File: config.mk
export PLATFORM = sky130hd
export DESIGN_NAME = elem_frame_packer
export DESIGN_NICKNAME = d
export VERILOG_FILES = /design/src/rtl/elem_frame_packer.sv
export SDC_FILE = /design/constraint.sdc
export NUM_CORES = 1
export LEC_CHECK = 0
export ABC_AREA = 0
export BUFFER_PORTS_ARGS = -buffer_cell sky130_fd_sc_hd__buf_2
export CAP_MARGIN = 30
export CORE_UTILIZATION = 55
export CTS_BUF_LIST = sky130_fd_sc_hd__clkbuf_8
export DETAILED_ROUTE_END_ITERATION = 8
export HOLD_SLACK_MARGIN = 0.05
export PLACE_DENSITY = 0.82
export SKIP_CTS_REPAIR_TIMING = 1
export SYNTH_ARGS = -nofsm -noshare
export SYNTH_HDL_FRONTEND = slang
export SYNTH_SLANG_ARGS = --single-unit
File: constraint.sdc
create_clock -name clk -period 2.95 [get_ports clk]
set_clock_uncertainty 0.15 [all_clocks]
set_input_delay 0.4425 -clock clk [delete_from_list [all_inputs] [get_ports clk]]
set_output_delay 0.4425 -clock clk [all_outputs]
set_load 0.05 [all_outputs]
File: src/rtl/elem_frame_packer.sv
// elem_frame_packer: packs a stream of 3-bit elements into a (K+1)x(J+1) frame.
// The first accepted element lands in slot [K][J], the last in [0][0]; the
// completed frame is held on out_data until the downstream handshake.
// Optional feature: define ELEM_FRAME_PACKER_OVERLAP_EN to let a new element
// be accepted in the same cycle the held frame is delivered (zero-bubble).
module elem_frame_packer #(
  parameter int J = 3,
  parameter int K = 2
) (
  input  logic                         clk,
  input  logic                         rst,
  input  logic                         in_valid,
  output logic                         in_ready,
  input  logic [2:0]                   in_elem,
  input  logic                         in_flush,
  output logic                         out_valid,
  input  logic                         out_ready,
  output logic [3*(K+1)*(J+1)-1:0]     out_data,
  output logic [7:0]                   frame_cnt
);

  localparam int N  = (K + 1) * (J + 1);
  localparam int W  = 3 * N;
  localparam int IW = (N > 1) ? $clog2(N) : 1;
  localparam logic [IW-1:0] LAST = IW'(N - 1);

  typedef enum logic {
    FILL,
    FULL
  } state_t;

  state_t          state_q, state_d;
  logic [IW-1:0]   idx_q, idx_d;
  logic [W-1:0]    buf_q, buf_d;
  logic [7:0]      cnt_q, cnt_d;
  logic [IW-1:0]   slot;
  logic            in_acc;
  logic            out_acc;

  // Element i of a frame goes to slot N-1-i so the first element is most significant.
  assign slot    = LAST - idx_q;
  assign in_acc  = in_valid && in_ready;
  assign out_acc = out_valid && out_ready;

  assign out_data  = buf_q;
  assign frame_cnt = cnt_q;

  // State register: FSM state, element index, frame buffer and delivered-frame counter.
  always_ff @(posedge clk) begin
    if (rst) begin
      state_q <= FILL;
      idx_q   <= '0;
      buf_q   <= '0;
      cnt_q   <= '0;
    end else begin
      state_q <= state_d;
      idx_q   <= idx_d;
      buf_q   <= buf_d;
      cnt_q   <= cnt_d;
    end
  end

  // Next-state logic: element capture, flush, frame completion and delivery.
  always_comb begin
    state_d = state_q;
    idx_d   = idx_q;
    buf_d   = buf_q;
    cnt_d   = cnt_q;
    case (state_q)
      FILL: begin
        if (in_flush) begin
          idx_d = '0;
          buf_d = '0;
        end else if (in_acc) begin
          buf_d[3*slot +: 3] = in_elem;
          if (idx_q == LAST) begin
            state_d = FULL;
            idx_d   = '0;
          end else begin
            idx_d = idx_q + 1'b1;
          end
        end
      end
      FULL: begin
        if (out_acc) begin
          cnt_d   = cnt_q + 8'd1;
          buf_d   = '0;
          state_d = FILL;
          idx_d   = '0;
`ifdef ELEM_FRAME_PACKER_OVERLAP_EN
          // The new element starts the next frame in the freshly cleared buffer;
          // a single-element frame is immediately complete again.
          if (in_acc) begin
            buf_d[3*(N-1) +: 3] = in_elem;
            if (N == 1) begin
              state_d = FULL;
            end else begin
              idx_d = IW'(1);
            end
          end
`endif
        end
      end
      default: begin
        state_d = FILL;
      end
    endcase
  end

  // Output logic: handshake readiness/validity derived from state.
  always_comb begin
    out_valid = (state_q == FULL);
    in_ready  = 1'b0;
    if (!rst) begin
      case (state_q)
        FILL: in_ready = !in_flush;
`ifdef ELEM_FRAME_PACKER_OVERLAP_EN
        FULL: in_ready = out_ready;
`else
        FULL: in_ready = 1'b0;
`endif
        default: in_ready = 1'b0;
      endcase
    end
  end

endmodule

# After elaboration in Yosys (flattened, before gate mapping)
# Cells that the tools add are included.
[classes]
addsub = 4
multipliers = 1
n_div = 0
n_lt_le_gt_ge = 0
n_eq_ne = 3
shifts = 2
mux = 17
bitwise = 1
n_reduce_logical = 5
[op_table]
columns = ["operator", "count"]
rows = [
  ["$mux 36", 3],
  ["$pmux 36 s2", 1],
  ["$bwmux 36", 1],
  ["$shift 3x34->36 const A", 1],
  ["$shiftx 3x34->36", 1],
  ["$neg 6->34", 1],
  ["$mux 4", 4],
  ["$add 8x1->8 const B", 1],
  ["$pmux 4 s2", 1],
  ["$mul 2x4->6 const A", 1],
  ["$mux 1", 5],
  ["$add 4x1->4 const B", 1],
  ["$eq 4x4->1 const B", 1],
  ["$pmux 1 s2", 2],
  ["$reduce_and 2->1", 2],
  ["$sub 4x4->4 const A", 1],
  ["$ne 3x3->1 const B", 1],
  ["$logic_and 1x1->1", 2],
  ["$ne 2x1->1 const B", 1],
  ["$logic_not 1->1", 1],
  ["$not 1->1", 1],
]
[totals]
ff_bits = 49
latchBits = 0
mem_bits_rw = 0
rom_bits = 0
in_bits = 8
out_inout_bits = 46
wordCells = 37
mem_count = 0

# Depth between registers and ports, before layout
# Gate-level depths: netlist (run 1).
[depth]
ltp_word = 8
ltp_mapped = 8
mapped_depth_nobuf = 7

# Worst setup path after synthesis (run 1)
# Ideal clock, no wire load.
[synth_timing]
path_type = "reg-to-reg"
start = "reg idx_q[0]"
end = "reg buf_q[28] (netlist: out_data[28])"
setup_ps = 69
arrival_ps = 2045
required_ps = 2731
slack_ps = 685
stages_incl_launch_ff = 9
n_path_buf = 1
period_less_slack_ps = 2265
path_cell_list = "dfxtp_1 > buf_2 > inv_1 > ha_1 > inv_1 > or4_4 > nor4_4 > nand2_1 > o21ai_1"
[synth_via]
elab_chain_len = 8
word_cells_on_any_way = 9
cone_classes = "add/sub: 2; mul: 1; shift: 2; mux: 4"
[synth_rtl]
columns = ["item", "line_no", "source"]
rows = [
  ["from (decl)", "33", "logic [IW-1:0] idx_q, idx_d;"],
  ["from (signal assigned)", "57", "idx_q <= idx_d;"],
  ["$sub 4x4->4 *", "41", "assign slot = LAST - idx_q;"],
  ["$mul 2x4->6 *", "75", "buf_d[3*slot +: 3] = in_elem;"],
  ["$neg 6->34 *", "75", ""],
  ["$shiftx 3x34->36 or $shift 3x34->36 (tied branches)", "75", ""],
  ["$bwmux 36 *", "75", ""],
  ["$mux 36 *", "74", "end else if (in_acc) begin"],
  ["$mux 36 *", "71", "if (in_flush) begin"],
  ["$pmux 36 s2 *", "69", "case (state_q)"],
  ["to (signal assigned)", "58", "buf_q <= buf_d;"],
  ["to (decl)", "34", "logic [W-1:0] buf_q, buf_d;"],
]
# Mark *: on every way between the ends. The rest lies on a longest branch, timed or not. The select of a mux whose other input is x is not followed.
# A chain may end at the register's enable or synchronous reset.

# Worst setup path after layout (run 1)
[layout_timing]
start = "reg idx_q[1]"
end = "reg buf_q[17] (netlist: out_data[17])"
# The elaborated chain is that of the path after synthesis.

==> impl_metrics.env, run 1 <==
export IMPL_max_cap_violations=0
export IMPL_hpwl_um=3880
export IMPL_whs_ns=0.280
export IMPL_startpoint_type="flip-flop"
export IMPL_hold_viol_final=0
export IMPL_p_seq_frac=0.503
export IMPL_fin_cells=347
export IMPL_status="complete, no violations"
export IMPL_worstPathArrival_ns=2.62
export IMPL_syn_area_sq_um=2230
export IMPL_endpoint_kind="flip-flop"
export IMPL_pwr_share_comb=0.076
export IMPL_drive_above_1_share=0.234
export IMPL_hold_class="in -> reg"
export IMPL_finish_net_count=313
export IMPL_n_fill_cell=320
export IMPL_vdd_drop_max_mv=0.331
export IMPL_ys_types=48
export IMPL_drtAntennaViolNets=0
export IMPL_powerDensity_nw_per_um2=497
export IMPL_worstPathCellList="ha_1, nor2b_1, a21oi_1, o211ai_1, o311ai_0, a22o_1"
export IMPL_period_share=0.869
export IMPL_met2_length_um=2460
export IMPL_r2r_start="idx_q[1]"
export IMPL_dieArea_sq_um=4310
export IMPL_syn2layout_area_growth_pct=19.9
export IMPL_worstSkewPairLatency_ns=0.30
export IMPL_min_from="rst"
export IMPL_clock_sinks=49
export IMPL_diodes=0
export IMPL_top_layer_used="met4"
export IMPL_totalWireLength_um=5270
export IMPL_overflow=0
export IMPL_vias_per_cell=5.93
export IMPL_p_leak_uw=0.00109
export IMPL_num_rows=22
export IMPL_cp_num_buf_inv=0
export IMPL_wl_per_cell_um=15.2
export IMPL_vias=2057
export IMPL_worst_slew_pin_slew_ns=0.654
export IMPL_die_y_um=65.6
export IMPL_yosys_warnings=0
export IMPL_start_util=0.590
export IMPL_worstSetupPathType="reg -> reg"
export IMPL_cts_tree="yes"
export IMPL_fmax_mhz=390
export IMPL_relSlewSlack=0.558
export IMPL_synth_seq_cells=49
export IMPL_slew_violations=0
export IMPL_io_buffers=53
export IMPL_crit_family="compound AO/OA/AOI/OAI gates"
export IMPL_htree_levels=2
export IMPL_antenna_found_initial=0
export IMPL_core_sq_um=3770
export IMPL_cts_root_buf="clkbuf_8"
export IMPL_first_pass_iters=4
export IMPL_cts_clk_slew_worst_paths_ns=0.08
export IMPL_syn_nets=257
export IMPL_gp_congestion=0.906
export IMPL_grt_pass1_wl_um=9030
export IMPL_wl_met1_um=2420
export IMPL_ctsLongestPathBuffers=2
export IMPL_min_period_ns=2.56
export IMPL_grt_use_total=0.274
export IMPL_crit_slowest_cell="dfxtp_1"
export IMPL_drt_iter0_drc=104
export IMPL_max_stage_delay_ns=0.49
export IMPL_drc=0
export IMPL_internal_power_uw=1030
export IMPL_setup_viol_count_final=0
export IMPL_p_sw_uw=295
export IMPL_place_inst=339
export IMPL_fin_total_pwr_uw=1330
export IMPL_setup_tns_ns=0
export IMPL_grt_pass1_vias=1967
export IMPL_grt_max_degree=25
export IMPL_rsz0062_at_grt="no"
export IMPL_clkPwrFrac=0.422
export IMPL_crit_required_ns=3.00
export IMPL_wl_met3_um=311
export IMPL_swShare=0.222
export IMPL_crit_path_start="idx_q[1]"
export IMPL_synth_seq_area_share=0.441
export IMPL_critPathMaxFanout=11
export IMPL_die_w_um=65.6
export IMPL_io_pin_count=54
export IMPL_synth_area_per_cell_sq_um=9.20
export IMPL_numCtsBuffers=5
export IMPL_netlist_instances=242
==> power groups by stage <==
stage	Combinational [uW]	Clock [uW]	Sequential, uW
6_report	101	559	667
5_1_grt	110	593	667
4_1_cts	99.2	566	667
3_5_place_dp	98.7	0	682
3_3_place_gp	98.2	0	682
2_1_floorplan	62.9	0	687
==> synth_stat cells, drive strengths merged <==
cell type,instances,area (sq um)
o31ai,2,15.0
nor3b,3,27.5
nand2,21,78.8
a211oi,1,7.51
a31oi,1,6.26
o311ai,2,17.5
or4,2,18.8
a21boi,1,7.51
a211o,1,8.76
dfxtp,49,981
o211ai,2,15.0
nor2,20,75.1
a21o,1,7.51
o2bb2ai,19,166
and3b,1,8.76
o21ai,12,60.1
inv,13,48.8
nand2b,2,12.5
clkbuf,4,15.0
or3,3,18.8
nor3,2,10.0
nor2b,5,31.3
o22a,1,8.76
xnor2,4,35.0
or2,2,12.5
a41oi,1,8.76
o21bai,1,7.51
o21a,2,15.0
o32ai,6,52.6
nor4b,1,8.76
nand4,10,62.6
ha,7,87.6
nor4,2,27.5
nand3b,6,45.0
buf,4,31.3
xor2,6,52.6
o31a,1,8.76
a21oi,11,55.1
a22o,5,43.8
nand3,5,25.0
==> metrics by stage <==
stage / util / setup WS [ns] / area [sq um]
after floorplan: - / 0.685 / 2230
after global placement: 0.672 / 0.600 / 2530
after detailed placement: 0.672 / 0.495 / 2530
after CTS: 0.708 / 0.426 / 2670
after global routing: 0.708 / 0.216 / 2670
final: 0.708 / 0.386 / 2670
==> worst register-to-register path, delay by kind of cell, from the launching register on <==
kind                     cells  cell delay (ns)
flip-flops                   1             0.49
adder cells (fa/ha/maj)      1             0.44
AO/OA/AOI/OAI                4             1.04
AND/OR/NAND/NOR              1             0.35
==> logic make-up after synthesis <==
| kind of cell | synth area share |
|---|---|
| compound gates | 0.230 |
| fa+ha+maj | 0.0393 |
| buf+inv | 0.0427 |
| xor+xnor | 0.0393 |
| flops | 0.441 |
| simple gates | 0.208 |
==> layout by cell type, fill, tap and decap left out, drive strengths merged, types with 2 or more instances in the layout <==
cell      n
o211ai    2
or2       2
a21oi    11
or3       3
buf      57
ha        7
nor3      2
o311ai    2
xor2      6
or4       2
nand2b    2
nand3b    6
nor4      2
inv      13
o32ai     6
xnor2     4
nor2     20
nand2    21
nand4    10
o31ai     2
o2bb2ai  19
dfxtp    49
nor2b     5
bufinv    2
o21a      2
a22o      5
nor3b     3
nand3     5
clkbuf    5
o21ai    12
==> layer usage <==
metal | up-vias | track usage
met5 | - | 0
met4 | 0 | 0.0978
met3 | 10 | 0.0573
met2 | 63 | 0.456
met1 | 977 | 0.347
li1 | 1007 | -
==> registers in the layout, summed over array words and instances (netlist names) <==
name / cells
out_data: 36
frame_cnt: 8
idx_q: 4
out_valid: 1
==> layout make-up <==
cell class	count	area [sq um]	area share
inverters	13	48.8	0.0183
well taps	48	60.1	0.0225
flip-flops and latches	49	981	0.368
multi-input cells	172	1150	0.431
clock buffers	5	68.8	0.0258
clock inverters	3	65.1	0.0244
repair buffers	57	295	0.111
==> worst paths after layout <==
path	endpoint	slack (ns)	depth (start not counted)
worst min register to register	out_data[15]	0.31	1
worst max register to register	out_data[17]	0.39	6
worst max-delay path	out_data[17]	0.39	6
worst min-delay path	frame_cnt[3]	0.28	2
Power figures use the tool's default switching activity.
==> run 2: changes to the inputs <==
--- a/config.mk
+++ b/config.mk
@@ -6,13 +6,13 @@
 export NUM_CORES = 1
 export LEC_CHECK = 0
 export ABC_AREA = 0
-export BUFFER_PORTS_ARGS = -buffer_cell sky130_fd_sc_hd__buf_2
 export CAP_MARGIN = 30
-export CORE_UTILIZATION = 55
+export CORE_UTILIZATION = 65
 export CTS_BUF_LIST = sky130_fd_sc_hd__clkbuf_8
 export DETAILED_ROUTE_END_ITERATION = 8
+export DONT_BUFFER_PORTS = 1
 export HOLD_SLACK_MARGIN = 0.05
-export PLACE_DENSITY = 0.82
+export PLACE_DENSITY = 0.81
 export SKIP_CTS_REPAIR_TIMING = 1
 export SYNTH_ARGS = -nofsm -noshare
 export SYNTH_HDL_FRONTEND = slang
==> run 2 against run 1 <==
  * Worst hold slack got worse by 0.22 ns
  * Worst setup slack got worse by 0.13 ns
  * Critical path depth rose by 1
  * Power is 7.1% lower
  * Via count decreased by 7.3%
  * Sequential cell count unchanged
  * Clock-buffer cell count up 1
  * Highest routed layer unchanged
  * Final cell count decreased by 16%
==> impl_metrics.env, run 2 (synthesis results as in run 1) <==
export IMPL_status="complete, no violations"
export IMPL_start_util=0.706
export IMPL_die_y_um=60.5
export IMPL_num_rows=20
export IMPL_diodes=0
export IMPL_ctsLongestPathBuffers=2
export IMPL_cts_tree="yes"
export IMPL_r2r_start="idx_q[0]"
export IMPL_io_pin_count=54
export IMPL_worstHoldPathCells=1
export IMPL_r2r_end="out_data[31]"
export IMPL_setup_tns_ns=0
export IMPL_worstSetupPathType="reg -> reg"
export IMPL_setup_viol_count_final=0
export IMPL_worst_slew_pin_slew_ns=0.789
export IMPL_die_w_um=60.5
export IMPL_grt_max_degree=34
export IMPL_totalWireLength_um=5360
export IMPL_holdPathEnd="frame_cnt[5]"
export IMPL_max_cap_violations=0
export IMPL_hpwl_um=4030
export IMPL_layout_commonest_cell="dfxtp_1"
export IMPL_cts_clk_slew_worst_paths_ns=0.09
export IMPL_crit_required_ns=3.01
export IMPL_critPathMaxFanout=13
export IMPL_rrSetupSlack_ns=0.26
export IMPL_largest_reg_flops=36
export IMPL_worstPathArrival_ns=2.76
export IMPL_numCtsBuffers=5
export IMPL_powerDensity_nw_per_um2=516
export IMPL_syn2layout_area_growth_pct=7.20
export IMPL_grt_use_total=0.305
export IMPL_drc=0
export IMPL_reg2regPathDepth=7
export IMPL_drt_iter0_drc=161
export IMPL_grt_pass1_wl_um=8140
export IMPL_worstSkewPairLatency_ns=0.30
export IMPL_antenna_found_initial=0
export IMPL_hold_class="in -> reg"
export IMPL_drtAntennaViolNets=0
export IMPL_startpoint_type="flip-flop"
export IMPL_min_from="rst"
export IMPL_place_ws_ns=0.337
export IMPL_vdd_drop_max_mv=0.432
export IMPL_period_share=0.913
export IMPL_slew_violations=0
export IMPL_core_sq_um=3150
export IMPL_first_pass_iters=4
export IMPL_cts_root_buf="clkbuf_8"
export IMPL_overflow=0
export IMPL_hold_viol_final=0
export IMPL_rsz0062_at_grt="no"
export IMPL_min_period_ns=2.69
export IMPL_fin_util=0.757
export IMPL_io_buffers=0
export IMPL_fin_cells=290
export IMPL_gp_congestion=0.947
export IMPL_dieArea_sq_um=3660
export IMPL_clock_sinks=49
export IMPL_grt_pass1_vias=1736
export IMPL_vias_per_cell=6.58
export IMPL_layout_common_cells="dfxtp_1, nand2_1, nor2_1"
export IMPL_wl_per_cell_um=18.5
export IMPL_vias=1907
export IMPL_place_inst=280
export IMPL_drive_above_1_share=0.0569
export IMPL_htree_levels=2
export IMPL_p_leak_uw=0.000796
export IMPL_endpoint_kind="flip-flop"
export IMPL_finalWorstSetupSlack_ns=0.258
export IMPL_finish_net_count=260
export IMPL_fmax_mhz=371
export IMPL_relSlewSlack=0.467
[run 2: cell types whose count changed in the layout (fill, tap and decap cells not counted)]
cell	change
buf_2	-53
buf_4	-2
dlygate4sd3_1	+2
bufinv_16	-1
clkbuf_8	+1
clkinv_2	-1
inv_1	+1
[run 2: worst max path at each step]
stage | to | from
floorplan | out_data[28] | idx_q[0]
global placement | out_data[32] | idx_q[0]
detailed placement | out_data[32] | idx_q[0]
CTS | out_data[32] | idx_q[0]
global route | out_data[31] | idx_q[0]
finish | out_data[31] | idx_q[0]
[run 2: cell type report]
cell class | instances | area, sq um
Fill cell | 239 | 767
Tap cell | 44 | 55.1
Clock inverter | 2 | 33.8
Inverter | 13 | 48.8
Timing Repair Buffer | 4 | 35.0
Sequential cell | 49 | 981
Multi-Input combinational cell | 172 | 1150
Clock buffer | 6 | 82.6
[run 2: power by group]
part | switching, uW | internal, uW | leakage (uW)
Clock | 211 | 273 | 0.0000626
Sequential | 11.2 | 663 | 0.000395
Combinational | 48.5 | 24.7 | 0.000338
Total | 271 | 961 | 0.000796
[run 2: worst max-delay path, stage by stage, from the launching register on]
cell and delay, ns:
dfxtp_1 0.65, inv_1 0.16, ha_1 0.44, inv_1 0.10, or4_4 0.58, nor3b_2 0.22
nand2_1 0.12, o2bb2ai_1 0.17
[run 2: through the flow]
stage / power [uW] / hold WS [ns] / instance area (sq um)
floorplan: 750 / 0.358 / 2230
global placement: 756 / 0.365 / 2250
detailed placement: 759 / 0.370 / 2250
CTS: 1230 / 0.0477 / 2370
global route: 1270 / 0.0528 / 2390
finish: 1230 / 0.0549 / 2390
[run 2: routing by layer]
metal / vias up / share of wire / routed length, um / track usage
met5: - / 0 / 0 / 0
met3: 4 / 0.093 / 500 / 0.0981
met4: 0 / 0.0065 / 35 / 0.107
met2: 94 / 0.48 / 2560 / 0.498
li1: 900 / - / - / -
met1: 909 / 0.42 / 2260 / 0.381
